--- src/rtl/label_packer.sv ---
// Packs an unthrottled 8-bit label stream into 64-bit little-endian AXIS words,
// buffering them in a small FIFO and flagging any word lost to backpressure.
module label_packer #(
   parameter int unsigned IN_WIDTH   = 8,
   parameter int unsigned LANES_OUT  = 8,
   parameter int unsigned FIFO_DEPTH = 16,
   parameter int unsigned CNT_WIDTH  = 16
) (
   input  logic                          aclk,
   input  logic                          aresetn,
   input  logic [IN_WIDTH-1:0]           s_tdata,
   input  logic                          s_tvalid,
   input  logic                          s_tlast,
   output logic [IN_WIDTH*LANES_OUT-1:0] m_tdata,
   output logic [LANES_OUT-1:0]          m_tkeep,
   output logic                          m_tvalid,
   input  logic                          m_tready,
   output logic                          m_tlast,
   input  logic                          clr_status,
   output logic                          overflow,
   output logic [CNT_WIDTH-1:0]          words_sent,
   output logic [CNT_WIDTH-1:0]          frames_sent
);

   localparam int unsigned OUT_W = IN_WIDTH * LANES_OUT;
   localparam int unsigned IDX_W = (LANES_OUT > 1) ? $clog2(LANES_OUT) : 1;
   localparam int unsigned PTR_W = $clog2(FIFO_DEPTH);

   logic [OUT_W-1:0]     pack_q;
   logic [OUT_W-1:0]     pack_word;
   logic [LANES_OUT-1:0] pack_keep;
   logic [IDX_W-1:0]     idx_q;
   logic                 word_done;

   logic [OUT_W-1:0]     mem_data [FIFO_DEPTH];
   logic [LANES_OUT-1:0] mem_keep [FIFO_DEPTH];
   logic                 mem_last [FIFO_DEPTH];
   logic [PTR_W:0]       wr_ptr;
   logic [PTR_W:0]       rd_ptr;
   logic                 empty;
   logic                 full;
   logic                 pop;
   logic                 push_ok;
   logic                 drop;

   // Completed word is the pack register with the current byte merged into lane idx.
   always_comb begin
      pack_word = pack_q;
      pack_keep = '0;
      for (int unsigned i = 0; i < LANES_OUT; i++) begin
         if (IDX_W'(i) == idx_q) pack_word[i*IN_WIDTH +: IN_WIDTH] = s_tdata;
         pack_keep[i] = (IDX_W'(i) <= idx_q);
      end
      word_done = s_tvalid && ((idx_q == IDX_W'(LANES_OUT - 1)) || s_tlast);
   end

   always_ff @(posedge aclk or negedge aresetn) begin
      if (!aresetn) begin
         pack_q <= '0;
         idx_q  <= '0;
      end else if (s_tvalid) begin
         if (word_done) begin
            pack_q <= '0;
            idx_q  <= '0;
         end else begin
            pack_q <= pack_word;
            idx_q  <= idx_q + IDX_W'(1);
         end
      end
   end

   assign empty   = (wr_ptr == rd_ptr);
   assign full    = (wr_ptr[PTR_W] != rd_ptr[PTR_W]) &&
                    (wr_ptr[PTR_W-1:0] == rd_ptr[PTR_W-1:0]);
   assign pop     = !empty && m_tready;
   // A full FIFO still accepts a word when the head leaves in the same cycle.
   assign push_ok = word_done && (!full || pop);
   assign drop    = word_done && full && !pop;

   always_ff @(posedge aclk) begin
      if (push_ok) begin
         mem_data[wr_ptr[PTR_W-1:0]] <= pack_word;
         mem_keep[wr_ptr[PTR_W-1:0]] <= pack_keep;
         mem_last[wr_ptr[PTR_W-1:0]] <= s_tlast;
      end
   end

   always_ff @(posedge aclk or negedge aresetn) begin
      if (!aresetn) begin
         wr_ptr <= '0;
         rd_ptr <= '0;
      end else begin
         if (push_ok) wr_ptr <= wr_ptr + (PTR_W+1)'(1);
         if (pop)     rd_ptr <= rd_ptr + (PTR_W+1)'(1);
      end
   end

   assign m_tvalid = !empty;
   assign m_tdata  = empty ? '0 : mem_data[rd_ptr[PTR_W-1:0]];
   assign m_tkeep  = empty ? '0 : mem_keep[rd_ptr[PTR_W-1:0]];
   assign m_tlast  = empty ? 1'b0 : mem_last[rd_ptr[PTR_W-1:0]];

   always_ff @(posedge aclk or negedge aresetn) begin
      if (!aresetn) begin
         overflow    <= 1'b0;
         words_sent  <= '0;
         frames_sent <= '0;
      end else if (clr_status) begin
         overflow    <= 1'b0;
         words_sent  <= '0;
         frames_sent <= '0;
      end else begin
         if (drop)           overflow    <= 1'b1;
         if (pop)            words_sent  <= words_sent + CNT_WIDTH'(1);
         if (pop && m_tlast) frames_sent <= frames_sent + CNT_WIDTH'(1);
      end
   end

endmodule

--- config.mk ---
export PLATFORM = sky130hd
export DESIGN_NAME = label_packer
export DESIGN_NICKNAME = d
export VERILOG_FILES = /design/src/rtl/label_packer.sv
export SDC_FILE = /design/constraint.sdc
export NUM_CORES = 1
export LEC_CHECK = 0
export ABC_AREA = 1
export BUFFER_PORTS_ARGS = -buffer_cell sky130_fd_sc_hd__buf_2
export CAP_MARGIN = 10
export CORE_MARGIN = 2
export CORE_UTILIZATION = 25
export DETAILED_ROUTE_END_ITERATION = 7
export PLACE_DENSITY = 0.43
export SLEW_MARGIN = 20
export SYNTH_ARGS = -nofsm -noshare
export SYNTH_HDL_FRONTEND = slang
export SYNTH_SLANG_ARGS = --single-unit
--- constraint.sdc ---
create_clock -name aclk -period 9.4 [get_ports aclk]
set_input_delay 1.41 -clock aclk [delete_from_list [all_inputs] [get_ports aclk]]
set_output_delay 1.41 -clock aclk [all_outputs]
set_load 0.05 [all_outputs]
After elaboration in Yosys (flattened, before gate mapping)
Memories as Yosys holds them, arrays and structs flattened.
Cells that the tools add are included.
Storage, ports and cells
  register bits after elaboration: 110
  output and inout port bits: 107
  memories: 3
  RAM bits: 1168
  input bits: 14
Operators by class
  add/subtract/negate cells: 5
  $lt $le $gt $ge: 8
  mux-type cells: 21
  equal/unequal tests: 11
  reduce and logical (&&, ||, !) cells: 16
Memory list
  mem_data: depth 16, bits a word 64, rd ports 1, clocked after Yosys merged registers in 0, wr ports 1, RTL line 35  | logic [OUT_W-1:0] mem_data [FIFO_DEPTH];
  mem_keep: depth 16, bits a word 8, rd ports 1, clocked after Yosys merged registers in 0, wr ports 1, RTL line 36  | logic [LANES_OUT-1:0] mem_keep [FIFO_DEPTH];
  mem_last: depth 16, bits a word 1, rd ports 1, clocked after Yosys merged registers in 0, wr ports 1, RTL line 37  | logic mem_last [FIFO_DEPTH];
Operators by type and width (count)
  $mux 64: 2
  $mux 8: 9
  $mux 16: 4
  $add 16x1->16 const B: 2
  $eq 3x3->1 const A: 4
  $le 3x3->1 const A: 4
  $add 5x1->5 const B: 2
  $logic_and 1x1->1: 7
  $eq 2x3->1 const A: 2
  $le 1x3->1 const A: 2
  $le 2x3->1 const A: 2
  $reduce_bool 2->1: 3
  $eq 5x5->1: 1
  $mux 1: 5
  $eq 4x4->1: 1
  $add 3x1->3 const B: 1
  $eq 1x3->1 const A: 1
  $eq 3x3->1 const B: 1
  $logic_not 1->1: 3
  $logic_not 3->1: 1
  $mux 3: 1
  $logic_or 1x1->1: 2
  $ne 1x1->1: 1

Logic depth before layout (Yosys ltp)
Gate-level depths: netlist (run 1).
  depth after elaboration: 7
  depth in mapped cells: 13

Worst setup path before layout (run 1)
OpenSTA, ideal clock, no wires.
  kind: input -> register
  start point: input port s_tvalid
  end point: memory mem_data[0][0] (netlist bit) (enable)
  required time: 8.896 ns
  cell stages on the path: 6
  setup slack: 3.900 ns
  arrival: 4.995 ns
  library setup time: 0.504 ns
  cell sequence: inv_1 -> nor2_1 -> nand2_2 -> inv_2 -> nand2_1 -> nor2_1
On the way
  longest elaborated chain between the ends: 4
RTL lines
  from (decl): RTL line 12  | input logic s_tvalid,
  $logic_and 1x1->1: RTL line 54  | word_done = s_tvalid && ((idx_q == IDX_W'(LANES_OUT - 1)) || s_tlast);
  $logic_and 1x1->1: RTL line 77  | assign push_ok = word_done && (!full || pop);
  $mux 1: RTL line 81  | if (push_ok) begin
  $mux 1 (implied by the code): RTL line 82  | mem_data[wr_ptr[PTR_W-1:0]] <= pack_word;
  to (decl): RTL line 35
No other way between the ends.

Worst setup path after layout (run 1)
  start point: register rd_ptr[1]
  end point: output port m_tdata[55]
On the way
  longest elaborated chain between the ends: 2
  elaborated cells on any way between the ends: 3
  classes of those cells: eq/ne: 1; mux: 1; memory: 1
RTL lines
  from (decl): RTL line 39  | logic [PTR_W:0] rd_ptr;
  from (signal assigned): RTL line 94  | if (pop) rd_ptr <= rd_ptr + (PTR_W+1)'(1);
  $mem_v2 16x64 / $eq 5x5->1 (equally long branches)
  $mux 64 (*): RTL line 99  | assign m_tdata = empty ? '0 : mem_data[rd_ptr[PTR_W-1:0]];
  to (decl): RTL line 14  | output logic [IN_WIDTH*LANES_OUT-1:0] m_tdata,
Mark *: on every way between the ends. The rest lies on a longest branch, timed or not.

==> results.sh, run 1 <==
export IMPL_worstHoldPathType="register to register"
export IMPL_grt_use_met1=0.213
export IMPL_clk_pin_slew_ns=0.06
export IMPL_slew_limit_headroom=0.164
export IMPL_fin_nets=4355
export IMPL_synth_yosys_warnings=0
export IMPL_numPortBuffers=120
export IMPL_post_syn_nets=4252
export IMPL_critPathMaxFanout=184
export IMPL_layout_cells_most_common_list="sky130_fd_sc_hd__edfxtp_1, sky130_fd_sc_hd__nor2_1, sky130_fd_sc_hd__o21ai_0, sky130_fd_sc_hd__nand2_1, sky130_fd_sc_hd__inv_1"
export IMPL_cp_start_kind="register"
export IMPL_drt_first_pass_iters=7
export IMPL_cts_path_max_buffers=3
export IMPL_yosys_register_bits=1278
export IMPL_ctsResizeCount=0
export IMPL_drive_gt1_frac=0.107
export IMPL_die_y_um=459
export IMPL_run_status="finished, final reports clean"
export IMPL_route_detailed_drc=0
export IMPL_postCtsSetupRepairBufs=0
export IMPL_cts_sinks=1278
export IMPL_critical_path_endpoint_type="output port"
export IMPL_timing_final_crit_period_ns=6.36
export IMPL_hold_worst_slack_ns=0.492
export IMPL_synth_sequential_area_ratio=0.730
export IMPL_post_drt_wl_per_cell_um=22.8
export IMPL_die_area_sq_mm=0.211
export IMPL_chipWidth_um=459
export IMPL_cts_tree="done"
export IMPL_routabilityCongestion=0.749
export IMPL_final_common_cell="sky130_fd_sc_hd__edfxtp_1"
export IMPL_clock_skew_ns=0.0317
export IMPL_core_sq_mm=0.207
export IMPL_cts_buffers_inserted=144
export IMPL_final_core_util=0.290
export IMPL_grt_setup_unrepaired="false"
export IMPL_worst_hold_startpoint="pack_q[54]"
export IMPL_initial_util=0.251
export IMPL_max_freq_mhz=157
export IMPL_timing_rr_end="mem_data[5][24]"
export IMPL_yosys_most_used_dff="sky130_fd_sc_hd__edfxtp_1"
export IMPL_path_class="register to output port"
export IMPL_max_cap_viol_count=0
export IMPL_worst_pin_slew_ns=1.25
export IMPL_grt_usage=0.152
export IMPL_rrSetupSlack_ns=4.71
export IMPL_avgSynthCellArea_sq_um=12.3
export IMPL_gr_max_usage_layer="met2"
export IMPL_synth_cells=4227
export IMPL_clockRootBuffer="sky130_fd_sc_hd__clkbuf_16"
export IMPL_crit_required_ns=7.99
export IMPL_clock_tree_htree_level_count=4
export IMPL_worst_skew_pair_late_latency_ns=0.78
export IMPL_via_per_inst=4.73
export IMPL_grt_antenna_before_repair=9
export IMPL_area_delta_synth_final_pct=15.8
export IMPL_use_met2=0.244
export IMPL_ctsHoldBuffers=0
export IMPL_via_count=33800
export IMPL_whs_endpoint="pack_q[54]"
export IMPL_irDropWorstVdd_v=0.000298
export IMPL_arrival_time_reported_for_the_critical_path_endpoint_ns=4.95
export IMPL_number_of_distinct_library_cells_after_synthesis=37
export IMPL_grt_first_pass_wirelength_mm=237
export IMPL_power_static_leakage_nw=20.4
export IMPL_worstRegToRegCells=13
export IMPL_finalWirelength_mm=163
export IMPL_final_number_of_setup_violating_endpoints=0
export IMPL_drt_antenna_violating_nets=0
export IMPL_first_global_vias=33155
export IMPL_global_route_overflow_total=0
export IMPL_synth_async_reset_ratio=0.0861
export IMPL_worst_r2r_startpoint="rd_ptr[0]"
export IMPL_final_hold_violation_count=0
export IMPL_detailedPlacementHpwl_mm=83.8
export IMPL_core_rowCount=167
export IMPL_global_route_usage_met3=0.0232
export IMPL_synth_cell_area_sq_mm=0.0518
export IMPL_grt_max_degree=226
export IMPL_powerDensity_mw_per_mm2=322
export IMPL_final_max_slew_violation_count=0
export IMPL_post_route_period_util=0.677
export IMPL_synth_edff_count=1168
export IMPL_final_setup_tns_ns=0
export IMPL_ioPinCount=121
export IMPL_drt_iter0_markers=2800
export IMPL_hold_path_cells=2
layer usage:
layer,part of all wire,up-vias
li1,-,15464
met1,0.46,17338
met2,0.47,813
met3,0.048,183
met4,0.020,2
met5,0.000068,-
per-stage QoR:
step	power, mW	cell area, sq um	cells	setup WS [ns]
after floorplan	11.8	51800	4227	3.90
after global placement	14.3	55600	6884	3.78
after detailed placement	14.3	55600	6886	3.84
after CTS	19.6	60000	7146	2.96
after global routing	20.4	60000	7150	2.75
final	19.3	60000	7151	3.04
power breakdown:
part           internal, mW  leakage (nW)  switching, mW  total, mW
combinational          1.62          5.99           5.65       7.27
sequential             6.58          12.3          0.188       6.77
clock                  2.98          2.10           2.32       5.30
total                  11.2          20.4           8.15       19.3
sequential cells by signal (all words and copies together), names as in the netlist:
register	flops
mem_data	1024
mem_keep	128
pack_q	64
frames_sent	16
mem_last	16
words_sent	16
rd_ptr	5
wr_ptr	5
idx_q	3
overflow	1
worst max-delay path: stages, from the launching register on:
cell and delay (ns):
sky130_fd_sc_hd__dfrtp_4 0.73, sky130_fd_sc_hd__buf_12 0.51, sky130_fd_sc_hd__buf_4 0.88, sky130_fd_sc_hd__o21ai_0 0.24
sky130_fd_sc_hd__o211ai_1 0.23, sky130_fd_sc_hd__nand3_1 0.09, sky130_fd_sc_hd__a21oi_1 0.67, sky130_fd_sc_hd__buf_2 0.39
cell type report:
cell class | instances | area (sq um)
Sequential cell | 1278 | 37800
Antenna cell | 3 | 7.51
Tap cell | 2704 | 3380
Clock buffer | 202 | 3880
Fill cell | 21020 | 147000
Clock inverter | 58 | 469
Multi-Input combinational cell | 2514 | 12200
Inverter | 161 | 627
Timing Repair Buffer | 231 | 1580
cell usage after synthesis (8+ instances only):
library cell               count  share of area
sky130_fd_sc_hd__edfxtp_1   1168           0.68
sky130_fd_sc_hd__nor2_1      784          0.057
sky130_fd_sc_hd__o21ai_0     653          0.063
sky130_fd_sc_hd__nand2_1     446          0.032
sky130_fd_sc_hd__inv_1       153          0.011
sky130_fd_sc_hd__clkbuf_1    149          0.011
sky130_fd_sc_hd__o211ai_1    144          0.021
sky130_fd_sc_hd__o22ai_1     144          0.017
sky130_fd_sc_hd__dfrtp_1     110          0.053
sky130_fd_sc_hd__nand3_1     107          0.010
sky130_fd_sc_hd__a21oi_1      75         0.0072
sky130_fd_sc_hd__buf_2        69         0.0067
sky130_fd_sc_hd__a22o_1       49         0.0083
sky130_fd_sc_hd__buf_4        33         0.0048
sky130_fd_sc_hd__nand4_1      28         0.0034
sky130_fd_sc_hd__xor2_1       14         0.0024
sky130_fd_sc_hd__buf_1        12        0.00087
sky130_fd_sc_hd__o21ai_1      12         0.0012
sky130_fd_sc_hd__ha_1         11         0.0027
sky130_fd_sc_hd__nand3_2      10         0.0019
sky130_fd_sc_hd__buf_6         9         0.0020
sky130_fd_sc_hd__nor3_1        8        0.00077
how the worst max path moves through the flow:
stage                   start  cells after the start        endpoint  slack (ns)
floorplan            s_tvalid                      6  mem_data[0][0]        3.90
global placement    rd_ptr[0]                      9      m_tdata[4]        3.78
detailed placement  rd_ptr[0]                     10     m_tdata[25]        3.84
CTS                 rd_ptr[0]                     10     m_tdata[25]        2.96
global route        rd_ptr[0]                     10     m_tdata[32]        2.75
finish              rd_ptr[1]                      7     m_tdata[55]        3.04
kinds of logic (layout without fill, tap and decap cells):
logic type,after synthesis,after routing,share of synthesized area
XOR/XNOR,20,20,0.00338
buffers and inverters,435,652,0.0373
other,0,3,0
AND/OR/NAND/NOR,1394,1394,0.107
AO/OA/AOI/OAI,1089,1089,0.120
flip-flops,1278,1278,0.730
adder cells (fa/ha/maj),11,11,0.00265
Power figures use the tool's default switching activity.
==> run 2: changes to the inputs <==
--- a/config.mk
+++ b/config.mk
@@ -5,7 +5,7 @@
 export SDC_FILE = /design/constraint.sdc
 export NUM_CORES = 1
 export LEC_CHECK = 0
-export ABC_AREA = 1
+export ABC_AREA = 0
 export BUFFER_PORTS_ARGS = -buffer_cell sky130_fd_sc_hd__buf_2
 export CAP_MARGIN = 10
 export CORE_MARGIN = 2
==> constraint.sdc (replaced) <==
create_clock -name aclk -period 6.2 [get_ports aclk]
set_input_delay 0.93 -clock aclk [delete_from_list [all_inputs] [get_ports aclk]]
set_output_delay 0.93 -clock aclk [all_outputs]
set_load 0.05 [all_outputs]
==> results.sh, run 2 <==
export IMPL_run_status="finished, final reports clean"
export IMPL_path_class="register to output port"
export IMPL_timing_final_crit_period_ns=4.97
export IMPL_via_per_inst=4.48
export IMPL_grt_first_pass_wirelength_mm=190
export IMPL_detailedPlacementHpwl_mm=72.2
export IMPL_cell_with_the_largest_stage_delay_on_the_worst_path="sky130_fd_sc_hd__dfrtp_4"
export IMPL_drt_antenna_violating_nets=0
export IMPL_synth_yosys_warnings=0
export IMPL_clock_tree_htree_level_count=4
export IMPL_die_area_sq_mm=0.205
export IMPL_initial_util=0.252
export IMPL_critical_path_max_stage_delay_ns=0.65
export IMPL_drt_first_pass_iters=5
export IMPL_powerDensity_mw_per_mm2=467
export IMPL_first_global_vias=24921
export IMPL_cts_sinks=1278
export IMPL_final_max_slew_violation_count=0
export IMPL_worst_skew_pair_late_latency_ns=0.77
export IMPL_final_core_util=0.293
export IMPL_post_route_period_util=0.801
export IMPL_avgSynthCellArea_sq_um=22.2
export IMPL_clockRootBuffer="sky130_fd_sc_hd__clkbuf_16"
export IMPL_layout_cells_most_common_list="sky130_fd_sc_hd__edfxtp_1, sky130_fd_sc_hd__mux4_2, sky130_fd_sc_hd__clkbuf_16, sky130_fd_sc_hd__buf_2, sky130_fd_sc_hd__dfrtp_1"
export IMPL_p_sw_frac=0.345
export IMPL_top_cells_by_area_in_the_synthesized_netlist="sky130_fd_sc_hd__edfxtp_1, sky130_fd_sc_hd__mux4_2, sky130_fd_sc_hd__dfrtp_1"
export IMPL_global_route_overflow_total=0
export IMPL_worst_path_buf_inv=3
export IMPL_clock_skew_ns=0.0286
export IMPL_drt_iter0_markers=1832
export IMPL_dp_slack_ns=1.77
export IMPL_crit_required_ns=5.27
export IMPL_internal_power_mw=17.9
export IMPL_synth_edff_count=1168
export IMPL_drive_gt1_frac=0.339
export IMPL_via_count=23343
export IMPL_synth_top_cell_area_share=0.697
export IMPL_ctsResizeCount=0
export IMPL_ctsHoldBuffers=0
export IMPL_route_detailed_drc=0
export IMPL_cts_tree="done"
export IMPL_final_hold_violation_count=0
export IMPL_power_frac_clock=0.288
export IMPL_fin_nets=2470
export IMPL_core_rowCount=164
export IMPL_grt_max_degree=140
export IMPL_max_cap_viol_count=0
export IMPL_nFillCells=19427
export IMPL_grt_antenna_before_repair=11
export IMPL_multi_input_comb_area_sq_mm=0.0118
export IMPL_die_y_um=453
export IMPL_yosys_most_used_dff="sky130_fd_sc_hd__edfxtp_1"
export IMPL_chipWidth_um=453
export IMPL_arrival_time_reported_for_the_critical_path_endpoint_ns=4.04
export IMPL_number_of_distinct_library_cells_after_synthesis=48
export IMPL_synth_sequential_area_ratio=0.752
export IMPL_synth_async_reset_ratio=0.0861
export IMPL_numPortBuffers=120
export IMPL_synth_cell_area_sq_mm=0.0503
export IMPL_critPathMaxFanout=31
export IMPL_synth_commonest_cells="sky130_fd_sc_hd__edfxtp_1, sky130_fd_sc_hd__mux4_2, sky130_fd_sc_hd__dfrtp_1"
export IMPL_critical_path_endpoint_type="output port"
export IMPL_cp_start_kind="register"
export IMPL_postCtsSetupRepairBufs=0
export IMPL_crit_family="buffers and inverters"
export IMPL_synth_cells=2264
export IMPL_grt_setup_unrepaired="false"
export IMPL_final_critical_path_setup_slack_ns=1.23
export IMPL_total_power_mw=27.3
export IMPL_power_static_leakage_nw=18.8
export IMPL_cts_buffers_inserted=140
export IMPL_max_ffs_per_register=1024
export IMPL_yosys_register_bits=1278
export IMPL_seqCellArea_sq_mm=0.0378
export IMPL_final_setup_tns_ns=0
export IMPL_clk_pin_slew_ns=0.06
export IMPL_synth_most_common_cell="sky130_fd_sc_hd__edfxtp_1"
export IMPL_final_common_cell="sky130_fd_sc_hd__edfxtp_1"
export IMPL_worstPathCellList="buf_4 > buf_4 > mux4_2 > mux4_2 > and2_1 > buf_2"
export IMPL_irDropWorstVdd_v=0.000394
export IMPL_cts_path_max_buffers=3
export IMPL_routabilityCongestion=0.702
export IMPL_power_switching_mw=9.43
export IMPL_worst_pin_slew_ns=1.10
export IMPL_grt_usage=0.130
export IMPL_post_drt_wl_per_cell_um=25.5
export IMPL_final_number_of_setup_violating_endpoints=0
export IMPL_yosys_area_top_type="sky130_fd_sc_hd__edfxtp_1"
export IMPL_core_sq_mm=0.200
export IMPL_finalWirelength_mm=133
export IMPL_max_freq_mhz=201
export IMPL_post_syn_nets=2289
export IMPL_power_share_combinational=0.335
export IMPL_area_delta_synth_final_pct=16.2
export IMPL_ioPinCount=121
export IMPL_worstHoldPathType="input port to asynchronous set/reset pin"
export IMPL_slew_limit_headroom=0.264
export IMPL_seq_power_share=0.377
run 2: cell count changes in the layout (fill, tap and decap cells not counted), moves of 56 or more:
cell / change
sky130_fd_sc_hd__a21oi_1: -56
sky130_fd_sc_hd__and2_1: +80
sky130_fd_sc_hd__buf_4: -67
sky130_fd_sc_hd__inv_1: -142
sky130_fd_sc_hd__mux2_2: +67
sky130_fd_sc_hd__mux4_2: +357
sky130_fd_sc_hd__nand2_1: -426
sky130_fd_sc_hd__nand3_1: -96
sky130_fd_sc_hd__nor2_1: -742
sky130_fd_sc_hd__nor2b_1: +60
sky130_fd_sc_hd__o211ai_1: -135
sky130_fd_sc_hd__o21ai_0: -632
sky130_fd_sc_hd__o22ai_1: -142
run 2: power groups by stage:
stage	clock network [mW]	logic [mW]	registers [mW]
floorplan	0	6.79	10.3
global placement	0	9.45	10.5
detailed placement	0	9.51	10.5
CTS	8.14	9.53	10.3
global route	8.46	9.79	10.3
finish	7.89	9.15	10.3
run 2: logic make-up (layout without fill, tap and decap cells):
logic type / count (synthesis) / in the layout / synth area share
simple gates: 261 / 261 / 0.0306
buf+inv: 141 / 431 / 0.0147
mux: 439 / 439 / 0.180
fa+ha+maj: 11 / 11 / 0.00273
xor+xnor: 21 / 21 / 0.00365
other cells: 0 / 5 / 0
compound gates: 113 / 113 / 0.0166
flops: 1278 / 1278 / 0.752
run 2: area by class of cell:
cell class,instances,share of cell area
clock buffers,182,0.0645
clock inverters,69,0.00917
inverters,14,0.00101
repair buffers,166,0.0195
multi-input cells,845,0.202
diodes,5,0.000214
well taps,2656,0.0568
flip-flops and latches,1278,0.647
run 2: path summary, 6_finish.rpt:
kind                            slack (ns)      start              end  cells after the start
worst max register to register        2.37   idx_q[1]  mem_data[1][31]                      8
min in group aclk                     0.48  wr_ptr[4]        wr_ptr[4]                      1
max in group asynchronous             4.79    aresetn       pack_q[33]                      2
worst max-delay path                  1.23  rd_ptr[0]      m_tdata[47]                      6
worst min register to register        0.48  wr_ptr[4]        wr_ptr[4]                      1
worst min-delay path                  0.17    aresetn    words_sent[5]                      1
run 2: metal layers:
layer	vias to the layer above	global-route usage	wire length, um
li1	9860	-	-
met1	12700	0.169	56500
met2	595	0.219	66600
met3	188	0.0247	6460
met4	0	0.0403	3350
met5	-	0	0
run 2: per-stage QoR:
stage               std cells  hold slack, ns  area (sq um)
finish                   5215           0.170         58500
global route             5211           0.163         58500
CTS                      5210           0.121         58500
detailed placement       4959           0.472         54200
global placement         4959           0.467         54200
floorplan                2264           0.449         50300
